## src/rtl/seq_divider.sv

```systemverilog
// Sequential unsigned restoring divider: one quotient bit per clock, MSB first.
// A zero divisor short-circuits straight to DONE with a saturated quotient.
module seq_divider #(
  parameter int WIDTH = 8
) (
  input  logic             clk,
  input  logic             rst_n,
  input  logic             start,
  input  logic [WIDTH-1:0] dividend,
  input  logic [WIDTH-1:0] divisor,
  output logic             busy,
  output logic             done,
  output logic [WIDTH-1:0] quotient,
  output logic [WIDTH-1:0] remainder,
  output logic             div_by_zero
);

  localparam int CW = $clog2(WIDTH + 1);
  localparam logic [CW-1:0] LAST_STEP = CW'(WIDTH - 1);

  typedef enum logic [1:0] {IDLE, RUN, DONE} state_t;

  state_t           state;
  logic [WIDTH-1:0] work;
  logic [WIDTH-1:0] dsr;
  logic [WIDTH-1:0] part;
  logic [CW-1:0]    count;

  logic [WIDTH:0]   shifted;
  logic             fits;
  logic [WIDTH-1:0] part_next;
  logic [WIDTH-1:0] work_next;

  // The dividend register shifts out its MSB each step and takes in the new
  // quotient bit, so after WIDTH steps it holds the full quotient. When the
  // subtract happens the result is below the divisor, so WIDTH bits suffice.
  always_comb begin
    shifted   = {part, work[WIDTH-1]};
    fits      = (shifted >= {1'b0, dsr});
    part_next = fits ? (shifted[WIDTH-1:0] - dsr) : shifted[WIDTH-1:0];
    work_next = {work[WIDTH-2:0], fits};
  end

  always_ff @(posedge clk or negedge rst_n) begin
    if (!rst_n) begin
      state       <= IDLE;
      busy        <= 1'b0;
      done        <= 1'b0;
      quotient    <= '0;
      remainder   <= '0;
      div_by_zero <= 1'b0;
      work        <= '0;
      dsr         <= '0;
      part        <= '0;
      count       <= '0;
    end else begin
      case (state)
        IDLE, DONE: begin
          if (start) begin
            if (divisor == '0) begin
              state       <= DONE;
              busy        <= 1'b0;
              done        <= 1'b1;
              quotient    <= '1;
              remainder   <= dividend;
              div_by_zero <= 1'b1;
            end else begin
              state <= RUN;
              busy  <= 1'b1;
              done  <= 1'b0;
              work  <= dividend;
              dsr   <= divisor;
              part  <= '0;
              count <= '0;
            end
          end else begin
            state <= IDLE;
            busy  <= 1'b0;
            done  <= 1'b0;
          end
        end

        RUN: begin
          part  <= part_next;
          work  <= work_next;
          count <= count + 1'b1;
          // Results are published straight from the final step's values.
          if (count == LAST_STEP) begin
            state       <= DONE;
            busy        <= 1'b0;
            done        <= 1'b1;
            quotient    <= work_next;
            remainder   <= part_next;
            div_by_zero <= 1'b0;
          end
        end

        default: begin
          state <= IDLE;
          busy  <= 1'b0;
          done  <= 1'b0;
        end
      endcase
    end
  end

endmodule

```

## config.mk

```make
export PLATFORM = sky130hd
export DESIGN_NAME = seq_divider
export DESIGN_NICKNAME = d
export VERILOG_FILES = /design/src/rtl/seq_divider.sv
export SDC_FILE = /design/constraint.sdc
export NUM_CORES = 1
export LEC_CHECK = 0
export ABC_CLOCK_PERIOD_IN_PS = 2300
export CORE_MARGIN = 8
export CORE_UTILIZATION = 54
export CTS_CLUSTER_DIAMETER = 50
export DETAILED_ROUTE_END_ITERATION = 12
export PLACE_DENSITY_LB_ADDON = 0.05
export SYNTH_ARGS = -nofsm -noshare
export SYNTH_HDL_FRONTEND = slang
export SYNTH_SLANG_ARGS = --single-unit
```

## constraint.sdc

```tcl
create_clock -name clk -period 2.3 [get_ports clk]
set_input_delay 0.46 -clock clk [delete_from_list [all_inputs] [get_ports clk]]
set_output_delay 0.46 -clock clk [all_outputs]
set_load 0.03 [all_outputs]
```

After elaboration in Yosys (flattened, before gate mapping)

Cells that the tools add are included.

Add/subtract/negate cells: 2
$lt $le $gt $ge: 1
Equality and inequality tests: 7
Multiplexer cells: 33
Bitwise operators: 1
Reductions and logical operators: 7

Operators with widths:

| cell                                                            | count |
|---|---|
| 8-bit two-way mux                                               | 11 |
| 8-bit case mux with 2 select lines                              | 4 |
| 9-bit by 8-bit >= comparator with 1-bit output                  | 1 |
| 8-bit logical NOT                                               | 1 |
| 1-bit two-way mux                                               | 8 |
| 4-bit two-way mux                                               | 2 |
| 2-bit != test, second input constant                            | 4 |
| 4-bit case mux with 2 select lines                              | 1 |
| 8-bit subtractor                                                | 1 |
| 2-bit two-way mux                                               | 3 |
| 1-bit case mux with 2 select lines                              | 3 |
| 3-bit AND reduction                                             | 2 |
| 4-bit by 1-bit adder with 4-bit output, second input constant   | 1 |
| 4-bit by 3-bit == test with 1-bit output, second input constant | 1 |
| 2-bit case mux with 2 select lines                              | 1 |
| 4-bit AND reduction                                             | 1 |
| 2-bit by 1-bit == test with 1-bit output, second input constant | 1 |
| 2-bit == test, second input constant                            | 1 |
| 2-bit logical NOT                                               | 1 |
| 2-bit nonzero test                                              | 1 |
| 2-bit OR reduction                                              | 1 |
| 1-bit NOT                                                       | 1 |

Flip-flop bits (word level): 49
Logic and storage cells: 61

Logic depth before layout (Yosys ltp)

Gate-level depths: netlist of run 1.

Depth after elaboration: 4
Depth in mapped cells: 9

Least setup slack after synthesis of run 1

OpenSTA, ideal clock, no wires.

Path type: flip-flop to flip-flop
Start: register part[2]
End: register remainder[0]
Library setup time: 88 ps
Arrival time: 1849 ps
Slack: 363 ps
Stages on the path, launching flop included: 8
Buffers on the path: 1
Clock period less this slack: 1937 ps
Cells stage by stage: dfrtp_1 -> ha_1 -> a21o_1 -> a21oi_1 -> a31o_2 -> buf_2 -> nand4_1 -> a41oi_1

Longest elaborated chain between the ends: 4

Ends and longest elaborated chain:

| element                                        | RTL line | RTL |
|---|---|---|
| from (decl)                                    | 26       | `logic [WIDTH-1:0] part;` |
| from (signal assigned)                         | 84       | `part <= part_next;` |
| 9-bit by 8-bit >= comparator with 1-bit output | 39       | `fits = (shifted >= {1'b0, dsr});` |
| 8-bit two-way mux                              | 40       | `part_next = fits ? (shifted[WIDTH-1:0] - dsr) : shifted[WIDTH-1:0];` |
| 8-bit two-way mux                              | 88       | `if (count == LAST_STEP) begin` |
| 8-bit case mux with 2 select lines             | 57       | `case (state)` |
| to (signal assigned)                           | 65       | `remainder <= dividend;` |
| to (signal assigned)                           | 93       | `remainder <= part_next;` |
| to (decl)                                      | 14       | `output logic [WIDTH-1:0] remainder,` |

No other way between the ends. The select of a mux whose other input is x is not followed.
A chain may end at the register's enable or synchronous reset.

Final worst setup path of run 1

Start: register work[7]
End: register remainder[4]

Longest elaborated chain between the ends: 4

Ends and longest elaborated chain:

| element                                                                            | RTL line | RTL |
|---|---|---|
| from (decl)                                                                        | 24       | `logic [WIDTH-1:0] work;` |
| from (signal assigned)                                                             | 71       | `work <= dividend;` |
| from (signal assigned)                                                             | 85       | `work <= work_next;` |
| 8-bit subtractor or 9-bit by 8-bit >= comparator with 1-bit output (tied branches) | 40, 39   |  |
| 8-bit two-way mux *                                                                | 40       |  |
| 8-bit two-way mux *                                                                | 88       |  |
| 8-bit case mux with 2 select lines *                                               | 57       |  |

Every way passes the cells marked *; elsewhere a longest branch is shown, timed or not. The select of a mux whose other input is x is not followed.

==> results of run 1 <==
[power by group through the flow]
stage                     logic, mW  registers [mW]  clock network, mW
after floorplan                1.97            1.79                  0
after global placement         3.22            1.56                  0
after detailed placement       3.30            1.57                  0
after CTS                      3.31            1.55              0.528
after global routing           3.77            1.59              0.555
final                          3.42            1.55              0.520
[worst max path at each step]
stage	from	endpoint	slack, ns	cells past startpoint
2_1_floorplan	part[2]	remainder[0]	0.36	7
3_3_place_gp	divisor[5]	remainder[2]	0.06	7
3_5_place_dp	divisor[1]	work[2]	-0.01	6
4_1_cts	part[2]	remainder[0]	0.006	6
5_1_grt	part[1]	part[2]	-0.0009	6
6_report	work[7]	remainder[4]	0.12	9
[per-stage QoR]
| step | setup TNS, ns | util | setup WS (ns) | hold WS [ns] | instances |
|---|---|---|---|---|---|
| 3_5_place_dp | -0.00979 | 0.676 | -0.00979 | 0.472 | 375 |
| 4_1_cts | 0 | 0.695 | 0.00641 | 0.276 | 382 |
| 3_3_place_gp | 0 | 0.676 | 0.0579 | 0.471 | 375 |
| 2_1_floorplan | 0 | - | 0.363 | 0.164 | 276 |
| 5_1_grt | -0.000908 | 0.700 | -0.000908 | 0.297 | 382 |
| 6_report | 0 | 0.700 | 0.119 | 0.253 | 382 |
[final cells by class]
class	count	share of cell area
sequential	48	0.368
tap	54	0.0207
multi-input combinational	201	0.396
inverter	12	0.0153
timing repair buffer	60	0.172
clock inverter	1	0.00268
clock buffer	6	0.0253
[state kept, by name (all words and copies together), names as in the netlist]
signal / count
dsr: 8
work: 8
remainder: 8
busy: 1
done: 1
state: 1
quotient: 8
div_by_zero: 1
count: 4
part: 8
[worst register-to-register path, cell delays in order (launching register included)]
cell	delay (ns)
dfrtp_1	0.41
inv_1	0.10
ha_1	0.18
inv_1	0.06
fa_1	0.41
a211oi_2	0.32
nor2_1	0.09
xor2_1	0.17
a21oi_1	0.09
o31ai_1	0.24
[per-layer routing]
layer | vias to the layer above | share of wire | global-route usage | wire length (um)
met3 | 10 | 0.048 | 0.0415 | 335
li1 | 1118 | - | - | -
met4 | 0 | 0.013 | 0.0510 | 91
met2 | 62 | 0.47 | 0.322 | 3300
met5 | - | 0 | 0 | 0
met1 | 1128 | 0.46 | 0.270 | 3220
[cell usage after synthesis (5+ instances only)]
cell | count | area share
o22a_2 | 7 | 0.027
nand4_1 | 8 | 0.019
o211ai_1 | 7 | 0.020
nand2_1 | 37 | 0.054
ha_1 | 9 | 0.043
a21oi_1 | 8 | 0.015
dfrtp_1 | 48 | 0.46
nor2_1 | 17 | 0.025
a31oi_1 | 10 | 0.024
inv_1 | 11 | 0.016
nor3_1 | 5 | 0.0097
clkbuf_1 | 12 | 0.017
nand3_1 | 16 | 0.031
o21ai_0 | 18 | 0.035
o31ai_1 | 7 | 0.020
[cell families after synthesis]
family / count (synthesis) / synth area share
multiplexers: 1 / 0.00386
buffers and inverters: 27 / 0.0473
AO/OA/AOI/OAI: 82 / 0.221
AND/OR/NAND/NOR: 105 / 0.203
flip-flops: 48 / 0.464
XOR/XNOR: 3 / 0.0101
adder cells (fa/ha/maj): 10 / 0.0512
[repair_timing]
item                       4_1_cts  5_1_grt
resized for setup                0        6
setup endpoints to repair        0       10
hold endpoints to repair         0        0
==> results by group, run 1 <==
Worst setup path
  • CP top delay family: compound AO/OA/AOI/OAI gates
  • Crit Path Class: reg -> reg
  • CP max stage delay: 0.41 ns
  • Crit path top cell by count: inv_1
  • Crit-path max FO: 3
  • Endpoint type of the worst setup path: flop
  • Startpoint Class: flop
  • Reg-to-reg critical path startpoint: work[7]
  • Register-to-register setup slack: 0.12 ns
  • Crit-path cells: inv_1, ha_1, inv_1, fa_1, a211oi_2, nor2_1, xor2_1, a21oi_1, o31ai_1
  • Buffers & Inverters on Critical Path: 2
  • R2R depth: 9
  • Slowest cell on the critical path: dfrtp_1
  • Critical R2R Capture: remainder[4]
  • Worst Path Arrival: 2.38 ns
  • Req. time, crit path: 2.50 ns

STA
  • Tcrit/Tclk final: 0.948
  • Relative slew slack: 0.592
  • Slew at the pin closest to its max-slew limit: 0.612 ns
  • Pins Over Slew Limit: 0
  • Setup violations, final: 0
  • Post-route minimum period: 2.18 ns
  • Fmax: 459 MHz
  • Hold Vio Cnt, Final: 0
  • Skew final: 0.00921 ns

Global routing
  • Tot GR Track Use: 0.201
  • Initial antenna violation count: 0
  • First-pass GRT wire length: 11.6 mm
  • Global route total overflow: 0
  • Vias in the first global route: 2344
  • Largest net degree at the start of global routing: 49

Run status
  • Status: completed

Final layout
  • Multi-input logic area: 1290 um^2
  • Layout cells sized above 1: 0.171
  • Most frequent cells in the layout: dfrtp_1 (48), nand2_1 (37), clkdlybuf4s50_1 (36)
  • Number of fill cells: 366
  • Sequential cell area: 1200 um^2
  • # nets final: 357
  • Synthesis-to-finish area growth: 26.0%
  • Most common cell after layout, fill and taps aside: dfrtp_1
  • Antenna cells: 0
  • Design area: 3260 um^2

Routing
  • DR DRC count: 0
  • DRT Pass-1 Iters: 4
  • Final WL: 6.94 mm
  • Starting DRT DRC Count: 128
  • Routed Antenna Nets: 0
  • Routed wire per std cell: 18.2 um
  • Vias: 2318
  • Vias/cell: 6.07

Power
  • Power density cells: 1680 nW/um^2
  • Internal power: 2.90 mW
  • Comb pwr share: 0.623
  • Sequential fraction of design power: 0.282
  • Leakage: 1.43 nW
  • Peak supply drop: 906 uV
  • Sw power: 2.59 mW
  • Pwr Total: 5.48 mW
  • Clk pwr share: 0.095
  • Switching part of the total: 0.471

Clock tree
  • H-tree depth: 2
  • Max Root-Sink Buffers: 2
  • # hold bufs at CTS: 0
  • Clock Latency Late Sink: 0.30 ns
  • Total CTS buffers: 5
  • Root buffer cell: clkbuf_8
  • Clk sinks: 48
  • Worst-path clk slew: 0.09 ns
  • Postcts setup bufs: 0
  • CTS tree: yes

Placed design
  • Cell Area, Placed: 3150 um^2
  • Post-DP HPWL: 5.26 mm
  • Gp weighted congestion: 0.885
  • Port bufs: 37

Yosys
  • Mapped Area: 2590 um^2
  • Mean Syn Cell Area: 9.39 um^2
  • Number of synthesized flops with an enable pin: 0
  • Top_reg_cell synth: dfrtp_1
  • Syn_nets: 305
  • Syn Inst Count: 276
  • Post-synthesis sequential area ratio: 0.464
  • Count of state elements after synthesis: 48
  • Ys async rst share: 1.00
  • Yosys warns: 0
  • Post-synth cell types: 52

Floorplanning
  • Starting Density: 0.556
  • Chip Width: 85.3 um
  • Total core area: 4660 um^2
  • DIE HEIGHT: 85.3 um
  • IO Count: 38
  • Die area: 7270 um^2
  • FP Rows: 25

Min path
  • Hold Crit Class: in -> async

Flow run
  • Max Cap Viol: 0
No activity file was read; power rests on OpenSTA's default activity.
==> run 2, diff against run 1 <==
- CORE_UTILIZATION: 54 -> 30
==> results by group, run 2 (same netlist as run 1, synthesis figures left out) <==
Routing
  • Final WL: 7.79 mm
  • Vias/cell: 5.15
  • DR DRC count: 0
  • Vias: 2305
  • Routed wire per std cell: 17.4 um
  • Routed Antenna Nets: 0
  • Starting DRT DRC Count: 86
  • DRT Pass-1 Iters: 4

Power
  • Leakage: 1.51 nW
  • Sequential fraction of design power: 0.265
  • Power density cells: 1680 nW/um^2
  • Comb pwr share: 0.619
  • Switching part of the total: 0.456
  • Internal power: 3.15 mW
  • Clk pwr share: 0.116
  • Sw power: 2.64 mW
  • Peak supply drop: 535 uV
  • Pwr Total: 5.79 mW

STA
  • Fmax: 463 MHz
  • Hold Vio Cnt, Final: 0
  • Setup violations, final: 0
  • Hold slack: 0.0868 ns
  • Skew final: 0.00683 ns
  • Relative slew slack: 0.690
  • Post-route minimum period: 2.16 ns
  • Tcrit/Tclk final: 0.938
  • Pins Over Slew Limit: 0
  • Slew at the pin closest to its max-slew limit: 0.465 ns
  • Unrepaired setup endpoints after global routing: no

Floorplanning
  • FP Rows: 34
  • Chip Width: 109 um
  • Total core area: 8550 um^2
  • Die area: 11900 um^2
  • IO Count: 38
  • DIE HEIGHT: 109 um
  • Starting Density: 0.303

Final layout
  • Sequential cell area: 1200 um^2
  • # nets final: 368
  • Antenna cells: 0
  • Multi-input logic area: 1280 um^2
  • Most common cell after layout, fill and taps aside: dfrtp_1
  • Number of fill cells: 863
  • Core Util, Final: 0.404
  • Most frequent cells in the layout: dfrtp_1 (48), nand2_1 (37), clkdlybuf4s50_1 (36)
  • Layout cells sized above 1: 0.197
  • Synthesis-to-finish area growth: 33.2%

Global routing
  • Initial antenna violation count: 0
  • Global route total overflow: 0
  • Largest net degree at the start of global routing: 21
  • Vias in the first global route: 2321
  • Tot GR Track Use: 0.140
  • First-pass GRT wire length: 12.8 mm

Clock tree
  • H-tree depth: 2
  • # hold bufs at CTS: 0
  • CTS tree: yes
  • Postcts setup bufs: 0
  • Clock Latency Late Sink: 0.31 ns
  • Post-CTS Resized: 0
  • Root buffer cell: clkbuf_8
  • Worst-path clk slew: 0.10 ns
  • Total CTS buffers: 5
  • Max Root-Sink Buffers: 2
  • Clk sinks: 48

Run status
  • Status: completed

Placed design
  • Gp weighted congestion: 0.783
  • Post-DP HPWL: 6.06 mm
  • Port bufs: 37

Worst setup path
  • Crit Path Class: reg -> reg
  • Worst Path Arrival: 2.35 ns
  • Crit-path cells: ha_1, a21o_1, a21o_1, o211a_1, o21ai_0, o211ai_1
  • Crit path top cell by count: a21o_1
  • Reg-to-reg critical path startpoint: part[5]
  • Crit path from: part[5]
  • Endpoint type of the worst setup path: flop
  • Startpoint Class: flop
  • Req. time, crit path: 2.49 ns
  • CP max stage delay: 0.43 ns
  • Crit-path max FO: 9
  • Slowest cell on the critical path: dfrtp_1

Min path
  • Hold Crit Class: in -> async

Flow run
  • Max Cap Viol: 0
## run 2: worst paths after layout
kind                                end  slack, ns  depth (start not counted)
max                        remainder[5]       0.14                          6
min                              dsr[7]       0.09                          1
max reg2reg                remainder[5]       0.14                          6
min reg2reg                    count[3]       0.48                          1
max in group asynchronous      count[1]       1.60                          2
min in group clk               count[3]       0.48                          1
## run 2: metal layers
metal	GRT usage	share of wire
met1	0.202	0.51
met2	0.214	0.45
met3	0.0254	0.038
met4	0.0293	0.0074
met5	0	0
## run 2: critical path, delay by kind of cell, from the launching register on
family / cells / cell delay, ns
compound gates: 5 / 1.22
fa+ha+maj: 1 / 0.39
flops: 1 / 0.43
## run 2: power groups by stage
stage | Sequential (mW) | Combinational (mW) | Clock, mW
2_1_floorplan | 1.79 | 1.97 | 0
3_3_place_gp | 1.56 | 3.53 | 0
3_5_place_dp | 1.56 | 3.53 | 0
4_1_cts | 1.54 | 3.55 | 0.692
5_1_grt | 1.58 | 3.98 | 0.717
6_report | 1.53 | 3.58 | 0.672
## run 2: cell type report
cell class              instances  share of cell area
clock buffers                   6              0.0239
clock inverters                 2              0.0112
inverters                      12              0.0145
multi-input cells             201               0.372
flip-flops and latches         48               0.348
well taps                     108              0.0392
repair buffers                 71               0.191
## run 2: metrics by stage
stage          TNS (ns)  setup WS, ns  std cells  area, um^2
6_report              0         0.141        448        3450
3_5_place_dp     -0.132       -0.0612        440        3310
2_1_floorplan         0         0.363        276        2590
5_1_grt               0       0.00358        448        3450
4_1_cts               0         0.120        448        3430
3_3_place_gp    -0.0136      -0.00834        440        3310
==> run 3, diff against run 2 <==
- CELL_PAD_IN_SITES_DETAIL_PLACEMENT: not set -> 1
- CELL_PAD_IN_SITES_GLOBAL_PLACEMENT: not set -> 2
- CORE_UTILIZATION: 30 -> 34
- SLEW_MARGIN: not set -> 25
==> results by group, run 3 (same netlist as run 1, synthesis figures left out) <==
Run status
  • Status: completed

STA
  • Setup violations, final: 0
  • Hold Vio Cnt, Final: 0
  • Post-route minimum period: 2.16 ns
  • Final worst slack: 0.140 ns
  • Fmax: 463 MHz
  • Pins Over Slew Limit: 0
  • Tcrit/Tclk final: 0.939
  • Relative slew slack: 0.630
  • Slew at the pin closest to its max-slew limit: 0.555 ns
  • Skew final: 0.0133 ns
  • Unrepaired setup endpoints after global routing: no

Power
  • Sw power: 2.66 mW
  • Leakage: 1.50 nW
  • Power density cells: 1680 nW/um^2
  • Comb pwr share: 0.618
  • Sequential fraction of design power: 0.267
  • Switching part of the total: 0.459
  • Clk pwr share: 0.114
  • Internal power: 3.13 mW
  • Peak supply drop: 540 uV

Global routing
  • Global route total overflow: 0
  • Tot GR Track Use: 0.164
  • Vias in the first global route: 2470
  • Initial antenna violation count: 0
  • Largest net degree at the start of global routing: 29
  • First-pass GRT wire length: 13.5 mm

Routing
  • DR DRC count: 0
  • Routed wire per std cell: 18.3 um
  • Vias/cell: 5.27
  • Routed Antenna Nets: 0
  • DRT Pass-1 Iters: 4
  • Vias: 2329
  • Final WL: 8.07 mm
  • Starting DRT DRC Count: 49

Placed design
  • Dpl ws: -0.0499 ns
  • Post-DP HPWL: 6.29 mm
  • Dpl cells: 434
  • Cell Area, Placed: 3300 um^2
  • Gp weighted congestion: 0.806
  • Port bufs: 37

Floorplanning
  • IO Count: 38
  • Chip Width: 103 um
  • DIE HEIGHT: 103 um
  • Die area: 10700 um^2
  • Total core area: 7570 um^2
  • Starting Density: 0.342
  • FP Rows: 32

Final layout
  • Design area: 3450 um^2
  • Core Util, Final: 0.455
  • Number of fill cells: 896
  • Most frequent cells in the layout: dfrtp_1 (48), nand2_1 (37), clkdlybuf4s50_1 (36)
  • # nets final: 368
  • Multi-input logic area: 1290 um^2
  • Most common cell after layout, fill and taps aside: dfrtp_1
  • Layout cells sized above 1: 0.200
  • Fin cells: 442
  • Synthesis-to-finish area growth: 33.0%
  • Sequential cell area: 1200 um^2
  • Antenna cells: 0

Flow run
  • Max Cap Viol: 0

Worst setup path
  • Worst Path Arrival: 2.38 ns
  • Req. time, crit path: 2.52 ns
  • Startpoint Class: flop
  • Crit Path Class: reg -> reg
  • Endpoint type of the worst setup path: flop
  • Crit-path max FO: 7

Clock tree
  • Root buffer cell: clkbuf_8
  • Clock Latency Late Sink: 0.31 ns
  • CTS tree: yes
  • Worst-path clk slew: 0.10 ns
  • Clk sinks: 48
  • H-tree depth: 2
  • Total CTS buffers: 5
  • Postcts setup bufs: 0
  • Max Root-Sink Buffers: 2

Min path
  • Hold Crit Class: in -> async
==> run 3: per-layer routing <==
layer,vias up,GRT usage,part of all wire
met5,-,0,0
met4,0,0.0400,0.0099
met3,8,0.0268,0.031
met2,28,0.267,0.48
met1,1161,0.222,0.48
li1,1132,-,-
==> run 3: area by class of cell <==
type / count / area share
clock buffers: 6 / 0.0240
clock inverters: 2 / 0.0113
flip-flops and latches: 48 / 0.349
multi-input cells: 201 / 0.374
inverters: 12 / 0.0145
well taps: 102 / 0.0370
repair buffers: 71 / 0.191
==> run 3: what timing repair did <==
item / CTS / global route
gates resized for setup: 1 / 4
endpoints found under the setup margin: 1 / 5
hold buffers: 0 / 0
pin swaps: 0 / 1
==> run 3: final timing paths <==
kind / from / end / slack, ns / depth (start not counted)
setup / recovery: part[0] / remainder[0] / 0.14 / 7
hold / removal: rst_n / dsr[5] / 0.13 / 1
setup reg to reg: part[0] / remainder[0] / 0.14 / 7
hold reg to reg: count[3] / count[3] / 0.49 / 1
max in group asynchronous: rst_n / remainder[4] / 1.61 / 2
min in group clk: count[3] / count[3] / 0.49 / 1
==> run 3: metrics by stage <==
step	hold slack, ns	TNS (ns)	power [mW]
after floorplan	0.164	0	3.75
after global placement	0.470	0	5.04
after detailed placement	0.468	-0.147	5.11
after CTS	0.131	0	5.81
after global routing	0.173	0	6.29
final	0.126	0	5.79
==> run 3: worst max-delay path, cell delays in order, from the launching register on <==
cell and delay (ns):
dfrtp_1 0.44, ha_1 0.32, nor2b_1 0.16, o21ai_1 0.27
buf_4 0.19, a31o_2 0.25, nand4_1 0.20, a41oi_1 0.24
==> run 3: power by group through the flow <==
stage | clock network (mW) | logic, mW | registers (mW)
2_1_floorplan | 0 | 1.97 | 1.79
3_3_place_gp | 0 | 3.47 | 1.56
3_5_place_dp | 0 | 3.54 | 1.57
4_1_cts | 0.681 | 3.58 | 1.56
5_1_grt | 0.703 | 3.99 | 1.60
6_report | 0.662 | 3.58 | 1.55
